`config.mk`:
```
export PLATFORM = sky130hd
export DESIGN_NAME = led_pio_out
export DESIGN_NICKNAME = d
export VERILOG_FILES = /design/src/rtl/led_pio_pkg.sv /design/src/rtl/led_pio_out_blink_prescaler.sv /design/src/rtl/led_pio_out.sv
export SDC_FILE = /design/constraint.sdc
export NUM_CORES = 1
export LEC_CHECK = 0
export CORE_AREA = 5 5 96 98
export CTS_CLUSTER_DIAMETER = 30
export DETAILED_ROUTE_END_ITERATION = 6
export DIE_AREA = 0 0 101 103
export PLACE_DENSITY = 0.82
export REMOVE_ABC_BUFFERS = 1
export SYNTH_ARGS = -nofsm -noshare
export SYNTH_HDL_FRONTEND = slang
export SYNTH_SLANG_ARGS = --single-unit
```
`constraint.sdc`:
```
create_clock -name clk -period 2.42 [get_ports clk]
set_input_delay 0.726 -clock clk [delete_from_list [all_inputs] [get_ports clk]]
set_output_delay 0.726 -clock clk [all_outputs]
set_load 0.05 [all_outputs]
```
`src/rtl/led_pio_pkg.sv`:
```
// Shared definitions for the LED output PIO: register address map.
package led_pio_pkg;

   localparam int ADDR_W = 2;

   typedef logic [ADDR_W-1:0] addr_t;

   // Write-side register map
   localparam addr_t ADDR_DATA     = 2'd0;
   localparam addr_t ADDR_BLINK    = 2'd1;
   localparam addr_t ADDR_OUTSET   = 2'd2;
   localparam addr_t ADDR_OUTCLEAR = 2'd3;

   // Read-side aliases for the same two upper addresses
   localparam addr_t ADDR_PIN      = 2'd2;
   localparam addr_t ADDR_PHASE    = 2'd3;

endpackage : led_pio_pkg

```
`src/rtl/led_pio_out_blink_prescaler.sv`:
```
// Free-running blink prescaler: divides clk into a square-wave phase with a
// half-period of BLINK_DIV cycles. A restart forces a fresh "on" half-period.
module blink_prescaler #(
   parameter int BLINK_DIV = 25000000
) (
   input  logic clk,
   input  logic reset_n,
   input  logic restart,
   output logic phase
);

   localparam int CNT_W = $clog2(BLINK_DIV);
   localparam logic [CNT_W-1:0] CNT_MAX = CNT_W'(BLINK_DIV - 1);
   localparam logic [CNT_W-1:0] CNT_ONE = CNT_W'(1);

   logic [CNT_W-1:0] count_q, count_d;
   logic             phase_q, phase_d;

   // Next-state: restart wins over the wrap so the first "on" interval is a full half-period
   always_comb begin
      // NOTE: every combinational output gets a default first so no latch is inferred.
      count_d = count_q + CNT_ONE;
      phase_d = phase_q;
      if (restart) begin
         count_d = '0;
         phase_d = 1'b1;
      end else if (count_q == CNT_MAX) begin
         count_d = '0;
         phase_d = ~phase_q;
      end
   end

   // Counter and phase flops
   always_ff @(posedge clk or negedge reset_n) begin
      // NOTE: sequential state uses non-blocking assignments so all flops update together.
      if (!reset_n) begin
         count_q <= '0;
         phase_q <= 1'b0;
      end else begin
         count_q <= count_d;
         phase_q <= phase_d;
      end
   end

   assign phase = phase_q;

endmodule : blink_prescaler

```
`src/rtl/led_pio_out.sv`:
```
// Avalon-MM output PIO for the LED bank: DATA register with atomic set/clear,
// per-bit blink mask gated by the prescaled phase, registered pin drive and
// registered read data (latency 1).
module led_pio_out
   import led_pio_pkg::*;
#(
   parameter int               WIDTH       = 16,
   parameter int               BLINK_DIV   = 25000000,
   parameter logic [WIDTH-1:0] RESET_VALUE = '0
) (
   input  logic             clk,
   input  logic             reset_n,
   input  logic [1:0]       address,
   input  logic             write,
   input  logic [WIDTH-1:0] writedata,
   input  logic             read,
   output logic [WIDTH-1:0] readdata,
   output logic [WIDTH-1:0] out_port
);

   logic [WIDTH-1:0] data_q,  data_d;
   logic [WIDTH-1:0] blink_q, blink_d;
   logic [WIDTH-1:0] out_q,   out_d;
   logic [WIDTH-1:0] rdata_q, rdata_d;
   logic             phase;
   logic             blink_restart;

   // A BLINK write restarts the prescaler into a fresh "on" half-period
   assign blink_restart = write && (address == ADDR_BLINK);

   blink_prescaler #(
      .BLINK_DIV (BLINK_DIV)
   ) u_prescaler (
      .clk     (clk),
      .reset_n (reset_n),
      .restart (blink_restart),
      .phase   (phase)
   );

   // Register-file write decode, including atomic set/clear of DATA
   always_comb begin
      data_d  = data_q;
      blink_d = blink_q;
      if (write) begin
         case (address)
            ADDR_DATA:     data_d  = writedata;
            ADDR_BLINK:    blink_d = writedata;
            ADDR_OUTSET:   data_d  = data_q | writedata;
            ADDR_OUTCLEAR: data_d  = data_q & ~writedata;
            default:       ;
         endcase
      end
   end

   // Pin function: blinking bits are forced low while phase is 0
   always_comb begin
      out_d = data_q & ~(blink_q & {WIDTH{~phase}});
   end

   // Read mux samples pre-write state, so a same-cycle write is not visible yet
   always_comb begin
      rdata_d = '0;
      if (read) begin
         case (address)
            ADDR_DATA:  rdata_d = data_q;
            ADDR_BLINK: rdata_d = blink_q;
            ADDR_PIN:   rdata_d = out_q;
            ADDR_PHASE: rdata_d = WIDTH'(phase);
            default:    rdata_d = '0;
         endcase
      end
   end

   // Register file, output flop and read-data flop
   always_ff @(posedge clk or negedge reset_n) begin
      if (!reset_n) begin
         data_q  <= RESET_VALUE;
         blink_q <= '0;
         out_q   <= RESET_VALUE;
         rdata_q <= '0;
      end else begin
         data_q  <= data_d;
         blink_q <= blink_d;
         out_q   <= out_d;
         rdata_q <= rdata_d;
      end
   end

   assign readdata = rdata_q;
   assign out_port = out_q;

endmodule : led_pio_out
```
Word level (Yosys, flattened, before mapping)
Cells that the tools add are included.
Word-level totals
  register bits after elaboration: 90
  bits of input ports: 22
  output and inout port bits: 32
  word-level logic and storage cells: 31
Operators by class
  $add $sub $neg: 1
  eq/ne operators: 4
  muxes and demuxes: 7
  bitwise logic cells: 7
  reductions and logical operators: 6
Operator list (count)
  case mux 16 bit (4 select lines): 1
  two-way mux 25 bit: 2
  bitwise AND 16 bit: 3
  case mux 16 bit (3 select lines): 1
  inverter 16 bit: 2
  adder 25 x 1 -> 25 bit (second input constant): 1
  == test 25 bit (second input constant): 1
  two-way mux 16 bit: 1
  OR 16 bit: 1
  == test 2 bit (second input constant): 2
  AND reduction 2 bit: 2
  nonzero test 3 bit: 1
  == test 2 x 1 -> 1 bit (second input constant): 1
  logical NOT 2 bit: 1
  two-way mux 1 bit: 2
  nonzero test 2 bit: 1
  logical AND 1 bit: 1
  inverter 1 bit: 1

Longest topological paths before layout
  depth after elaboration: 4
  depth in mapped cells: 6
  depth with buffers taken out: 5

Modules after synthesis
Synthesis repeated with hierarchy kept, for this count alone.
Second synthesis, totals
  cell total of the unflattened synthesis: 353
  area total of the unflattened synthesis: 4174.0 um^2
By module, submodules not included
  led_pio_out: times used 1, cells an instance 214, area each 2876.5 um^2, sequential area each 1601.5 um^2
  blink_prescaler: times used 1, cells an instance 139, area each 1297.5 um^2, sequential area each 650.6 um^2

Worst setup path before layout
No wires, ideal clock.
  path type: input-to-reg
  start point: input address[1]
  end point: register blink_q[10]
  library setup time: 0.125 ns
  arrival: 1.950 ns
  required time: 2.295 ns
  slack: 0.345 ns
  stages on the path: 5
  buffers on the path: 2
  path through: clkbuf_1 > inv_1 > nand3_1 > buf_2 > mux2_2
Between the ends
  word-level cells in the longest chain between the ends: 2
Ends and longest elaborated chain
  start: declaration: RTL line led_pio_out.sv:13  | input logic [1:0] address,
  == test 2 x 1 -> 1 bit: RTL line led_pio_out.sv:45  | case (address)
  AND reduction 2 bit (no line)
  end signal: assignment: RTL line led_pio_out.sv:83  | blink_q <= blink_d;
  end: declaration: RTL line led_pio_out.sv:22  | logic [WIDTH-1:0] blink_q, blink_d;
Every way passes these cells.
A chain may end at the register's enable or synchronous reset.

Final worst setup path
  start point: register out_q[5], in the netlist out_port[5]
  end point: output out_port[5]
RTL lines
  start: declaration: RTL line led_pio_out.sv:23  | logic [WIDTH-1:0] out_q, out_d;
  start signal: assignment: RTL line led_pio_out.sv:84  | out_q <= out_d;
  end: declaration: RTL line led_pio_out.sv:18  | output logic [WIDTH-1:0] out_port
No word-level cell between the ends.

==> metrics.csv <==
stage;metric;value;unit
power;P_sw;1.11;mW
routing;Total Wirelength;8810;um
power;Net Sw Frac;0.320;
critical_path;Worst Path Arrival;1550;ps
floorplanning;Initial Utilization;0.480;
yosys;biggest area consumer among synthesized cells;dfrtp_1;
yosys;share of the synthesized area in the top cell type;0.559;
floorplanning;Core Rows;34;
cts;CTS root buffer;clkbuf_8;
cts;# H-tree levels;3;
status;status;complete, no violations;
place;port bufs;53;
floorplanning;core box area;8380;um2
global_route;largest net degree at the start of global routing;39;
sta;Setup Skew;9.42;ps
cts;clock-pin transition on the worst setup and hold timing paths;90;ps
critical_path;CP max FO;2;
critical_path;critical path required time;1690;ps
critical_path;Setup CP Type;register to output port;
final_layout;Layout Cells excl Fill;542;
cts;worst skew pair latency;360;ps
power;clock power share;0.271;
power;static leakage;2.10;nW
run;maxcap violations;0;
critical_path;CP top delay family;buffers and inverters;
yosys;yosys warns;0;
power;peak supply drop;0.401;mV
routing;Pre-antenna DRT Iters;4;
place;Placed Instances;527;
power;Cell Pwr Density;704;nW/um2
yosys;asr flop ratio synth;1.00;
critical_path;CP bufs+invs;1;
min_path;Hold Path Class;primary input to async pin;
power;Pint;2.36;mW
yosys;part of the Yosys area used for sequential elements;0.559;
global_route;total gr overflow;0;
final_layout;share of cells above drive strength 1;0.124;
floorplanning;Die X;101;um
routing;mean number of vias per cell;5.56;
global_route;initial antenna violation count;0;
place;Placer Congestion;0.837;
cts;clock sink total;90;
sta;final setup margin;148;ps
sta;TNS Setup;0;ps
sta;Max Clk Rate;440;MHz
power;logic gate share of total power;0.206;
critical_path;CP Launch Type;register;
place;post-place setup slack;37.6;ps
cts;CTS Hold Bufs;0;
sta;ratio of final minimum period to clock period;0.939;
cts;total CTS buffers;9;
sta;post-layout min period;2270;ps
critical_path;Crit-path slowest cell;clkdlybuf4s50_1;
global_route;global-route usage over all layers;0.183;
yosys;Synth Instances;369;
final_layout;Post-layout nets;453;
yosys;leading post-synthesis cells by cell area;dfrtp_1 (56%), mux2_2 (4.5%), mux2i_1 (3.7%);
global_route;vias in the first global route;3082;
cts;clock buffer depth;2;
yosys;mapped cell area;4030;um2
sta;RSZ-0062 raised after global routing;no;
routing;Detailed Route Iter0 Violations;120;
sta;Slew Limit Fails;0;
routing;post-route ant nets;0;
routing;DRC Markers;0;
critical_path;Critical Path, Cell by Cell;clkdlybuf4s50_1;
cts;number of cells upsized or downsized after cts;0;
power;Sequential Power Share;0.523;
final_layout;Antenna diodes;0;
floorplanning;Die H;103;um
floorplanning;die area;10400;um2
yosys;Synth Flop Type;dfrtp_1;
sta;worst slew pin tran;573;ps
critical_path;flop2flop setup slack;360;ps
place;DP Wirelength;6110;um
sta;final hold vios;0;
critical_path;delay of the slowest critical-path stage;820;ps
cts;Setup Fix Bufs, Post-CTS;0;
floorplanning;# IOs;54;
yosys;Post-synth EDFFs;0;
critical_path;Crit. End Element;output port;
sta;slew margin rel.;0.618;
yosys;post-synth cell types;39;
routing;Routed WL per cell;16.3;um
sta;final setup violation count;0;
global_route;wire length of the first global-routing pass;14900;um
yosys;synthesized area per cell;10.9;um2
final_layout;Finished Core Util;0.587;
final_layout;area delta synth->final;22.1;%
cts;CTS tree;built;
yosys;#FFs+latches synth;90;
routing;via count;3011;
[metrics by stage]
step                      cell area, um2  hold WS (ps)  total power [mW]
after detailed placement            4740           470              2.55
final                               4920           330              3.46
after global routing                4920           353              3.63
after floorplan                     3950           430              2.25
after global placement              4740           459              2.53
after CTS                           4920           333              3.49
[logic make-up (layout without fill, tap and decap cells)]
kind of cell	count (synthesis)	after routing	synth area share
simple gates	121	121	0.160
flops	90	90	0.559
compound gates	86	86	0.134
mux	32	32	0.0876
buf+inv	25	90	0.0258
xor+xnor	14	14	0.0305
fa+ha+maj	1	1	0.00311
[layer usage]
| metal | vias to the layer above | part of all wire | GRT usage |
|---|---|---|---|
| met5 | - | 0 | 0 |
| met4 | 0 | 0.019 | 0.0736 |
| met3 | 10 | 0.041 | 0.0359 |
| met2 | 71 | 0.50 | 0.299 |
| met1 | 1494 | 0.44 | 0.240 |
| li1 | 1436 | - | - |
[worst paths after layout]
check                                             from                 endpoint  depth (start not counted)
worst max-delay path                       out_port[5]              out_port[5]                          1
worst min-delay path                           reset_n  u_prescaler.count_q[10]                          1
worst max register to register  u_prescaler.count_q[0]  u_prescaler.count_q[24]                          5
worst min register to register              blink_q[0]              out_port[0]                          1
max in group asynchronous                      reset_n              readdata[3]                          2
min in group clk                            blink_q[0]              out_port[0]                          1
[cell usage after synthesis, drive strengths merged (3+ instances only)]
cell type	n
a211oi	14
a21boi	17
a21oi	23
and2	18
and3	6
and4	3
buf	7
clkbuf	12
dfrtp	90
inv	6
mux2	16
mux2i	15
nand2	25
nand3	10
nand4	6
nor2	30
nor3	4
nor4	5
o21ai	23
o31ai	5
or3	4
or4	4
xnor2	11
xor2	3
[flip-flops by register name, indices dropped and copies added (netlist names)]
register,cells
out_port,16
readdata,16
u_prescaler.phase,1
blink_q,16
u_prescaler.count_q,25
data_q,16
[final cells by class]
cell class | instances | area (um2)
clock buffers | 9 | 124
clock inverters | 6 | 51.3
fillers | 694 | 3460
inverters | 6 | 22.5
multi-input cells | 254 | 1670
flip-flops and latches | 90 | 2250
well taps | 108 | 135
repair buffers | 69 | 661
[placed cells by master (no fill, tap or decap), types with 6 or more instances in the layout]
master / count
a211oi_1: 14
a21oi_1: 23
and2_1: 18
inv_1: 6
mux2i_1: 15
dfrtp_1: 90
clkbuf_8: 9
o21ai_0: 23
nor2_1: 30
a21boi_0: 17
buf_4: 16
nand2_1: 25
mux2_2: 16
clkdlybuf4s50_1: 52
and3_1: 6
nand3_1: 10
xnor2_1: 11
[power by group through the flow]
| stage | sequential [mW] | clock [mW] | combinational, mW |
|---|---|---|---|
| global route | 1.84 | 1.02 | 0.773 |
| detailed placement | 1.84 | 0 | 0.714 |
| global placement | 1.83 | 0 | 0.700 |
| finish | 1.81 | 0.939 | 0.713 |
| CTS | 1.81 | 0.959 | 0.720 |
| floorplan | 1.99 | 0 | 0.258 |
No activity file was read; power rests on OpenSTA's default activity.
